`config.mk`:
```
export PLATFORM = sky130hd
export DESIGN_NAME = core_bus_arbiter
export DESIGN_NICKNAME = d
export VERILOG_FILES = /design/src/rtl/core_bus_arbiter.sv
export SDC_FILE = /design/constraint.sdc
export NUM_CORES = 1
export LEC_CHECK = 0
export CAP_MARGIN = 20
export CELL_PAD_IN_SITES_DETAIL_PLACEMENT = 0
export CELL_PAD_IN_SITES_GLOBAL_PLACEMENT = 1
export CORE_AREA = 5 5 214 174
export CTS_CLUSTER_DIAMETER = 30
export CTS_CLUSTER_SIZE = 10
export DETAILED_ROUTE_END_ITERATION = 6
export DIE_AREA = 0 0 219 179
export HOLD_SLACK_MARGIN = 0.03
export PLACE_DENSITY = 0.77
export SYNTH_ARGS = -nofsm -noshare
export SYNTH_HDL_FRONTEND = slang
export SYNTH_SLANG_ARGS = --single-unit
```
`constraint.sdc`:
```
create_clock -name clk -period 2.4 [get_ports clk]
set_clock_uncertainty 0.1 [all_clocks]
set_input_delay 0.48 -clock clk [delete_from_list [all_inputs] [get_ports clk]]
set_output_delay 0.48 -clock clk [all_outputs]
set_load 0.005 [all_outputs]
```
`src/rtl/core_bus_arbiter.sv`:
```
// Single-beat memory port shared by the instruction and data buses.
// Define ARB_ROUND_ROBIN_EN for alternating grants; default is data-bus priority.
module core_bus_arbiter #(
  parameter int ADDR_W = 64,
  parameter int DATA_W = 64
) (
  input  logic              clk,
  input  logic              reset,
  input  logic              ireq_valid,
  input  logic [ADDR_W-1:0] ireq_addr,
  output logic              iresp_addr_ok,
  output logic              iresp_data_ok,
  output logic [31:0]       iresp_data,
  input  logic              dreq_valid,
  input  logic [ADDR_W-1:0] dreq_addr,
  input  logic [2:0]        dreq_size,
  input  logic [7:0]        dreq_strobe,
  input  logic [DATA_W-1:0] dreq_data,
  output logic              dresp_addr_ok,
  output logic              dresp_data_ok,
  output logic [DATA_W-1:0] dresp_data,
  output logic              mreq_valid,
  output logic              mreq_is_write,
  output logic [ADDR_W-1:0] mreq_addr,
  output logic [2:0]        mreq_size,
  output logic [7:0]        mreq_strobe,
  output logic [DATA_W-1:0] mreq_data,
  input  logic              mresp_ready,
  input  logic              mresp_last,
  input  logic [DATA_W-1:0] mresp_data
);

  typedef enum logic [1:0] {
    IDLE,
    SERVE_I,
    SERVE_D,
    DONE
  } state_t;

  state_t state;
  logic   grant_i;
  logic   grant_d;
  logic   beat_done;

`ifdef ARB_ROUND_ROBIN_EN
  // 0 = fetch granted last, 1 = data granted last
  logic last_grant;
`endif

  always_comb begin
    grant_i = 1'b0;
    grant_d = 1'b0;
    if (!reset && state == IDLE) begin
`ifdef ARB_ROUND_ROBIN_EN
      if (dreq_valid && ireq_valid) begin
        grant_d = !last_grant;
        grant_i = last_grant;
      end else begin
        grant_d = dreq_valid;
        grant_i = ireq_valid;
      end
`else
      grant_d = dreq_valid;
      grant_i = ireq_valid && !dreq_valid;
`endif
    end
  end

  assign iresp_addr_ok = grant_i;
  assign dresp_addr_ok = grant_d;
  assign beat_done     = mresp_ready && mresp_last;

  always_ff @(posedge clk) begin
    if (reset) begin
      state         <= IDLE;
      iresp_data_ok <= 1'b0;
      iresp_data    <= '0;
      dresp_data_ok <= 1'b0;
      dresp_data    <= '0;
      mreq_valid    <= 1'b0;
      mreq_is_write <= 1'b0;
      mreq_addr     <= '0;
      mreq_size     <= '0;
      mreq_strobe   <= '0;
      mreq_data     <= '0;
`ifdef ARB_ROUND_ROBIN_EN
      last_grant    <= 1'b0;
`endif
    end else begin
      iresp_data_ok <= 1'b0;
      dresp_data_ok <= 1'b0;
      unique case (state)
        IDLE: begin
          if (grant_d) begin
            mreq_valid    <= 1'b1;
            mreq_is_write <= |dreq_strobe;
            mreq_addr     <= dreq_addr;
            mreq_size     <= dreq_size;
            mreq_strobe   <= dreq_strobe;
            mreq_data     <= dreq_data;
            state         <= SERVE_D;
`ifdef ARB_ROUND_ROBIN_EN
            last_grant    <= 1'b1;
`endif
          end else if (grant_i) begin
            mreq_valid    <= 1'b1;
            mreq_is_write <= 1'b0;
            mreq_addr     <= ireq_addr;
            mreq_size     <= 3'd2;
            mreq_strobe   <= 8'h00;
            mreq_data     <= '0;
            state         <= SERVE_I;
`ifdef ARB_ROUND_ROBIN_EN
            last_grant    <= 1'b0;
`endif
          end
        end
        SERVE_I: begin
          if (beat_done) begin
            mreq_valid    <= 1'b0;
            iresp_data_ok <= 1'b1;
            iresp_data    <= mreq_addr[2] ? mresp_data[63:32]
                                          : mresp_data[31:0];
            state         <= DONE;
          end
        end
        SERVE_D: begin
          if (beat_done) begin
            mreq_valid    <= 1'b0;
            dresp_data_ok <= 1'b1;
            dresp_data    <= mreq_is_write ? '0 : mresp_data;
            state         <= DONE;
          end
        end
        // the core still shows the served request here; never re-grant
        DONE: state <= IDLE;
      endcase
    end
  end

endmodule

```
==> flow_results.org, run 1 <==
** Synth
- Sequential area share after synthesis :: 48.4%
- Fraction of synthesized cell area taken by the top area cell type :: about half
- Post-synthesis register bit count :: between 200 and 250
- A synthesized cell averages approximately 10 sq um.
- For this run, asynchronously set or reset flops after synthesis account for 0%.
- In this run, synthesis inferred 0 flip-flops with an integrated enable.
- Most numerous cell in the Yosys netlist :: sky130_fd_sc_hd__dfxtp_1
- The Yosys step of the flow raised 0 warnings.
- The netlist uses 35 different library cells.
- Post-Syn Area :: ~10000 sq um
- Instance count of the mapped netlist :: ~950
- For this run, the leading register cell type out of synthesis is sky130_fd_sc_hd__dfxtp_1.
- Sorting the synthesized cells by area gives the leading types as sky130_fd_sc_hd__dfxtp_1, sky130_fd_sc_hd__mux2i_1, sky130_fd_sc_hd__a211oi_2, sky130_fd_sc_hd__a22o_1, sky130_fd_sc_hd__nor3_2.
- The largest total area in the synthesized netlist belongs to sky130_fd_sc_hd__dfxtp_1.
- Top cells by count, synth :: sky130_fd_sc_hd__dfxtp_1, sky130_fd_sc_hd__mux2i_1, sky130_fd_sc_hd__nand2_1, sky130_fd_sc_hd__a21oi_1, sky130_fd_sc_hd__nand3_1
- Number of nets produced by synthesis :: 1230

** Power and ir drop
- The internal portion of the total power is about 12 mW.
- In this run, the clock network consumes between 40% and 50% of the power.
- Registers are responsible for approximately 29% of the overall power.
- For this design the static power due to leakage is between 6 and 7 nW.
- Worst VDD drop :: approximately 0.5 mV
- In this run switching power makes up about 27% of total power.
- Power share of the combinational group :: roughly a quarter
- Dividing total power by cell area gives a power density of about 970 nW/um^2.
- For this design the total switching power over the nets is ~4.6 mW.

** Timing
- Setup total negative slack :: 0 ns
- Max Slew Vio Count :: 0
- Final Cycle Share :: between 90 and 100%
- After layout, the worst setup slack is around 0.19 ns.
- For the pin with the worst max-slew slack, the measured transition is 0.983 ns.
- Measured against its own limit, the worst slew margin works out to 34.5%.
- Derived from the worst setup path, the maximum achievable clock frequency is 0.453 GHz.
- The number of hold-slack violations in the final timing report was 0.
- Unrepaired setup endpoints after global routing :: false
- Counting I/O delays and the setup requirement, the final critical path takes approximately 2.2 ns.
- Setup violations remaining at the end of the flow were counted as 0.

** Global route
- Global routing finished with a remaining overflow of 0.
- Maximum number of pins on one net before global-route repair :: 84
- Total routing resource utilization after global routing :: between 10% and 20%
- The first global-routing pass estimated roughly 57 mm of wire.
- Via count of the first global-routing pass :: about 9700
- Initial antenna violation count :: 2

** Critical path
- For this run, the slowest stage of the critical path takes 0.34 ns.
- STA classifies the critical path startpoint as a register.
- For the worst setup path, the data arrival time is between 1.5 and 2 ns.
- Traced cell by cell, the critical path runs through inv_2 > ha_4 > buf_4 > nand3b_4 > inv_4 > buf_2.
- On the critical path the largest part of the delay comes from buffers and inverters.
- On the critical path, the stage with the largest delay is an instance of sky130_fd_sc_hd__dfxtp_2.
- By startpoint and endpoint, the worst setup path is classified as register to primary output.
- Of all nets on the critical path, the largest fanout is 5.
- For flop-to-flop paths, the worst setup slack is 0.34 ns.
- Capturing element type of the critical path :: primary output
- Crit path required time :: roughly 1.8 ns
- The critical path contains buffers and inverters numbering 4 combined.

** Placed design
- Weighted congestion at the end of routability-driven global placement :: between 0.8 and 0.9
- At the placement stage, the worst setup path has a slack of between 0.03 and 0.04 ns.
- Buffers added on ports :: 513
- Summed over all nets, the half-perimeter wirelength after detailed placement is ~28 mm.
- Post-Place Cells :: approximately 1900

** Drt
- DRC violations left :: 0
- The final route contains around 9400 vias.
- For this block, the initial DRC count from the detailed router was 383.
- WL final :: ~39 mm
- After detailed routing, the average wire length per cell comes to about 20 um.
- Number of iterations in the first detailed-routing pass :: 4
- Dividing the detail-routed via count by the number of cells gives 4.74.
- Once detail routing completed, the nets flagged for antenna violations numbered 0.

** CTS
- Clock tree from TritonCTS :: done
- The H-tree was split into 2 levels.
- Root Buffer :: sky130_fd_sc_hd__clkbuf_16
- The clock passes through at most 3 buffers.
- CTS saw ~240 sinks.
- Clock tree synthesis inserted a total of 57 buffers.
- For the worst-skew pair, the clock arrives at the later sink with an insertion delay of roughly 0.55 ns.
- Post-CTS clock slew at the launch and capture registers of the worst setup and hold paths :: about 0.040 ns
- Count of hold buffers inserted by post-cts repair :: 0

** Run
- Across the run, the number of max-cap violations was 0.

** Floorplanning
- In this run the vertical extent of the chip is around 180 um.
- For this configuration, the core starts out at a cell density of between 20 and 30%.
- The initialized floorplan defines 61 standard-cell rows.
- In this run the count of I/O pins placed on the die edge is ~510.
- The floorplan step defined a die boundary enclosing 39200 sq um.
- Core box area :: 34700 sq um
- From left edge to right edge, the die measures between 200 and 250 um.

** Layout
- Layout Area Growth over Synthesis :: 75.4%
- The count of cells in the finished layout, fillers not included, comes to 1974.
- Final nets :: 1736
- The repair_antennas step left the layout with diodes totalling 0.
- Ratio of cells with drive above 1 in the final layout :: between 10% and 20%

** Min path
- In this run the worst hold path is classified as register to register.

** Status
- Status :: complete, no violations
path summary, 6_finish.rpt:
path,from,cells after the start,endpoint
hold / removal,mreq_data[21],2,mreq_data[21]
setup reg to reg,state[1],9,mreq_data[17]
hold reg to reg,mreq_data[21],2,mreq_data[21]
setup / recovery,state[1],6,dresp_addr_ok
cell families (layout without fill, tap and decap cells):
group / Yosys count / count (layout) / synth area share (%)
AOI/OAI and AO/OA: 244 / 244 / 20.3
adders and majority gates: 5 / 5 / 0.627
buffers and inverters: 102 / 652 / 6.25
DFF: 241 / 241 / 48.4
muxes: 98 / 98 / 9.83
and+or+nand+nor: 262 / 262 / 14.6
timing repair:
item                       in CTS  in global routing
pin swaps                       1                  0
setup buffers                   3                  0
setup endpoints to repair       2                  1
resized for setup              10                  2
state kept, by name, summed over array words and instances, names as in the netlist, 2 cells and up:
| signal | count |
|---|---|
| mreq_addr | 64 |
| mreq_data | 64 |
| mreq_size | 3 |
| iresp_data | 32 |
| state | 2 |
| mreq_strobe | 8 |
| dresp_data | 64 |
placed cells by master, fill, tap and decap left out, types with 9 or more instances in the layout:
master                            netlist  final
sky130_fd_sc_hd__buf_4                 10     23
sky130_fd_sc_hd__nand2_1               78     77
sky130_fd_sc_hd__clkbuf_16              0     57
sky130_fd_sc_hd__a21oi_1               76     76
sky130_fd_sc_hd__mux2i_1               98     98
sky130_fd_sc_hd__clkdlybuf4s50_1        0    509
sky130_fd_sc_hd__nor3_2                50     50
sky130_fd_sc_hd__dfxtp_1              241    238
sky130_fd_sc_hd__bufinv_16              0      9
sky130_fd_sc_hd__a211oi_1              37     37
sky130_fd_sc_hd__a22o_1                65     65
sky130_fd_sc_hd__buf_12                 6      9
sky130_fd_sc_hd__clkinv_2               0     10
sky130_fd_sc_hd__clkbuf_8               0     10
sky130_fd_sc_hd__a211oi_2              59     59
sky130_fd_sc_hd__nand3_1               75     75
sky130_fd_sc_hd__nor3_1                14     14
sky130_fd_sc_hd__nor2_1                34     34
metal layers:
metal  track usage (%)  part of all wire, %  vias up  wire length [um]
li1                  -                    -     4511                 -
met3              7.99                   11       60              4120
met1              21.3                   39     4385             15300
met2              31.3                   48      392             18800
met5                 0                0.051        -                20
met4              5.23                  1.9        2               756
stage by stage:
stage	hold slack, ns	cell area (sq um)	power (mW)	util, %
2_1_floorplan	0.364	9980	7.02	-
3_3_place_gp	0.353	15500	9.13	44.6
3_5_place_dp	0.357	15500	9.17	44.6
4_1_cts	0.335	17500	17.3	50.5
5_1_grt	0.351	17500	17.9	50.5
6_report	0.362	17500	17.1	50.5
power by group through the flow:
stage	combinational [mW]	sequential, mW	clock, mW
floorplan	2.02	5.01	0
global placement	4.16	4.96	0
detailed placement	4.19	4.98	0
CTS	4.27	4.93	8.11
global route	4.53	5.00	8.33
finish	4.20	4.93	7.94
worst min-delay path, cell delays in order, from the launching register on:
cell                      delay (ns)
sky130_fd_sc_hd__dfxtp_1        0.30
sky130_fd_sc_hd__nand3_1        0.06
sky130_fd_sc_hd__a21oi_1        0.05
layout make-up:
class / count / area (sq um)
clock buffer: 75 / 1590
clock inverter: 28 / 404
fill: 3214 / 17200
inverter: 5 / 26.3
multi-input combinational: 609 / 4580
sequential: 241 / 4830
tap: 472 / 591
timing repair buffer: 544 / 5470
Power figures use the tool's default switching activity.
==> run 2: changes to the inputs <==
Settings changed: CAP_MARGIN 20 to 0, MAX_ROUTING_LAYER from default to met4.
==> run 2 against run 1 <==
Sequential power about the same. Highest routed layer is now met4. Total power about the same. Count of clock-buffer cells in the layout stayed put. Via count fell by 0.16%. Setup slack got worse by 0.0062 ns. Critical endpoint unchanged.
==> flow_results.org, run 2 (synthesis results as in run 1) <==
** Status
- Status :: complete, no violations

** Power and ir drop
- The static leakage power came to 6.38 nW (about the same).
- The part of the total power dissipated in the clock network was 46.5% (about the same).
- Switching Share :: 26.9% (+0.060 points)
- PD cells :: 975 nW/um^2 (about the same)
- Worst VDD drop :: 0.494 mV (-0.51%)
- Sequential power share :: 28.8% (about the same)
- The total internal power was 12.5 mW (about the same).
- Power share of the combinational group :: 24.6% (about the same)
- Switching component of the power :: 4.59 mW (+0.31%)

** Floorplanning
- The starting density of the core was 28.8% (unchanged).
- The floorplan die height was 179 um (unchanged).
- I/O pins :: 514 (unchanged)
- Num rows :: 61 (unchanged)
- The horizontal extent of the die was 219 um (unchanged).
- Core box area :: 34700 sq um (unchanged)
- Area of the die :: 39200 sq um (unchanged)

** Placed design
- The estimated wirelength of the detail-placed design came to 28.1 mm (unchanged).
- Buffers added on ports :: 513 (unchanged)
- Weighted congestion at the end of routability-driven global placement :: 0.815 (+1.5%)

** Critical path
- Startpoint of the lowest-slack register-to-register path :: state[1]
- Worst setup path category :: register to primary output
- Category of the worst setup path launch point :: register
- Start point of the critical path :: state[1]
- The worst setup path is captured at a primary output.
- The data required time of the worst path is 1.82 ns (about the same).
- The critical path ends at dresp_addr_ok.
- The worst register-to-register path ends at mreq_data[14].
- The largest fanout on the critical path is 5 (unchanged).
- R2r setup slk :: 0.33 ns (about the same)
- The length in cells of the worst reg-to-reg path came to 9 (unchanged).
- Endpoint arrival time on the critical path :: 1.64 ns (about the same)

** CTS
- Number of CTS-inserted buffers :: 57 (unchanged)
- TritonCTS built the clock tree.
- Root Buffer :: sky130_fd_sc_hd__clkbuf_16
- The maximum level of the CTS H-tree was 2 (unchanged).
- The number of clock sinks is 241 (unchanged).
- The clock edge transition at the registers on the reported setup and hold paths was 0.04 ns (about the same).
- The clock insertion delay at the later pin of the skew report came to 0.56 ns (about the same).
- Worst-case clock buffer depth :: 3 (unchanged)
- The cts-stage hold buffer count is 0 (unchanged).

** Timing
- Final setup violation count :: 0 (unchanged)
- Unrepaired setup endpoints after global routing :: false
- Setup total negative slack :: 0 ns (unchanged)
- Final Cycle Share :: 92.3% (+0.26 points)
- The top achievable clock speed was 0.451 GHz (-0.28%).
- Hold Fails Final Rpt :: 0 (unchanged)
- Max Slew Vio Count :: 0 (unchanged)
- Relative slew slack :: 34.2% (-0.23 points)
- The transition time at the pin with the least slew margin came to 0.987 ns (+0.00340 ns).
- Final Critical Period :: 2.22 ns (+0.00624 ns)
- Tightest hold margin :: 0.363 ns (+0.00139 ns)

** Layout
- Commonest cells after routing, fill and taps aside :: sky130_fd_sc_hd__clkdlybuf4s50_1, sky130_fd_sc_hd__dfxtp_1, sky130_fd_sc_hd__mux2i_1
- Layout Area Growth over Synthesis :: 75.4% (about the same)
- The share of post-route cells with drive strength above 1 is 16.8% (unchanged).
- The count of filler cells inserted in the layout was 3214 (unchanged).
- The flip-flop and latch area is 4830 sq um (unchanged).
- Area taken by multi-input logic gates :: 4580 sq um (unchanged)
- The number of nets in the layout was 1736 (unchanged).
- Leaving out fill and tap cells, the most frequent cell in the layout is sky130_fd_sc_hd__clkdlybuf4s50_1.
- The largest registers in the layout are dresp_data (64), mreq_addr (64), mreq_data (64).

** Drt
- Routed len/inst :: 19.8 um (about the same)
- DRC violations left :: 0 (unchanged)
- The post-route antenna net violation count was 0 (unchanged).
- The vias per cell is 4.72 (-0.26%).
- Number of iterations in the first detailed-routing pass :: 4 (unchanged)
- The number of design-rule violations left by the first detailed-router iteration was 454 (+19%).
- Total number of vias :: 9335 (-0.16%)
- The post-detailed-routing wire length is 39.1 mm (+0.18%).

** Global route
- Total routing resource utilization after global routing :: 19.0% (+0.55 points)
- Via count of the first global-routing pass :: 9673 (+0.11%)
- The first-pass GRT wire length was 57.0 mm (-0.27%).
- Maximum number of pins on one net before global-route repair :: 84 (unchanged)
- Initial antenna violation count :: 2 (unchanged)
- The final global-route overflow total was 0 (unchanged).

** Run
- Max-cap violations :: 0 (unchanged)

** Min path
- The path class of the tightest hold or removal check is register to register.
## run 2: cell count changes in the layout (fill, tap and decap cells not counted), sizes merged
cell   delta
diode     +2
## run 2: metal layers
metal	vias to the layer above	track usage (%)	wire length, um
li1	4518	-	-
met1	4381	21.5	15800
met2	376	31.4	18600
met3	60	7.63	3870
met4	0	5.10	862
met5	-	-	0
## run 2: how the worst min path moves through the flow
stage               slack (ns)  depth (start not counted)       endpoint     startpoint
global placement          0.35                          2  mreq_data[25]  mreq_data[25]
CTS                       0.34                          3  mreq_data[55]  dreq_data[55]
finish                    0.36                          2  mreq_data[21]  mreq_data[21]
floorplan                 0.36                          2   mreq_data[0]   mreq_data[0]
global route              0.35                          3  mreq_data[28]  dreq_data[28]
detailed placement        0.36                          2  mreq_data[21]  mreq_data[21]
## run 2: layout make-up
| type | instances | area share [%] |
|---|---|---|
| Antenna cell | 2 | 0.0286 |
| Clock buffer | 75 | 9.11 |
| Clock inverter | 28 | 2.31 |
| Inverter | 5 | 0.150 |
| Multi-Input combinational cell | 609 | 26.2 |
| Sequential cell | 241 | 27.6 |
| Tap cell | 472 | 3.37 |
| Timing Repair Buffer | 544 | 31.3 |
## run 2: power groups by stage
stage                     clock (mW)  sequential [mW]  combinational, mW
after global placement             0             4.96               4.16
after floorplan                    0             5.01               2.02
after CTS                       8.11             4.93               4.27
final                           7.95             4.92               4.20
after global routing            8.33             5.00               4.53
after detailed placement           0             4.98               4.19
## run 2: critical path: stages, from the launching register on
cell and delay (ns):
sky130_fd_sc_hd__dfxtp_2 0.34, sky130_fd_sc_hd__inv_2 0.09, sky130_fd_sc_hd__ha_4 0.15, sky130_fd_sc_hd__buf_4 0.14, sky130_fd_sc_hd__nand3b_4 0.10, sky130_fd_sc_hd__inv_4 0.08
sky130_fd_sc_hd__buf_2 0.18
## run 2: stage by stage
| step | total power [mW] | setup slack, ns | util, % | instances | area (sq um) |
|---|---|---|---|---|---|
| 2_1_floorplan | 7.02 | 0.642 | - | 952 | 9980 |
| 3_3_place_gp | 9.13 | 0.0384 | 44.6 | 1868 | 15500 |
| 3_5_place_dp | 9.17 | 0.0356 | 44.6 | 1868 | 15500 |
| 4_1_cts | 17.3 | 0.0173 | 50.5 | 1974 | 17500 |
| 5_1_grt | 17.9 | 0.0898 | 50.5 | 1975 | 17500 |
| 6_report | 17.1 | 0.185 | 50.5 | 1976 | 17500 |
## run 2: repair_timing
action	4_1_cts	5_1_grt
pin swaps	1	0
setup buffers	3	0
gates resized for setup	10	2
endpoints found under the setup margin	2	1
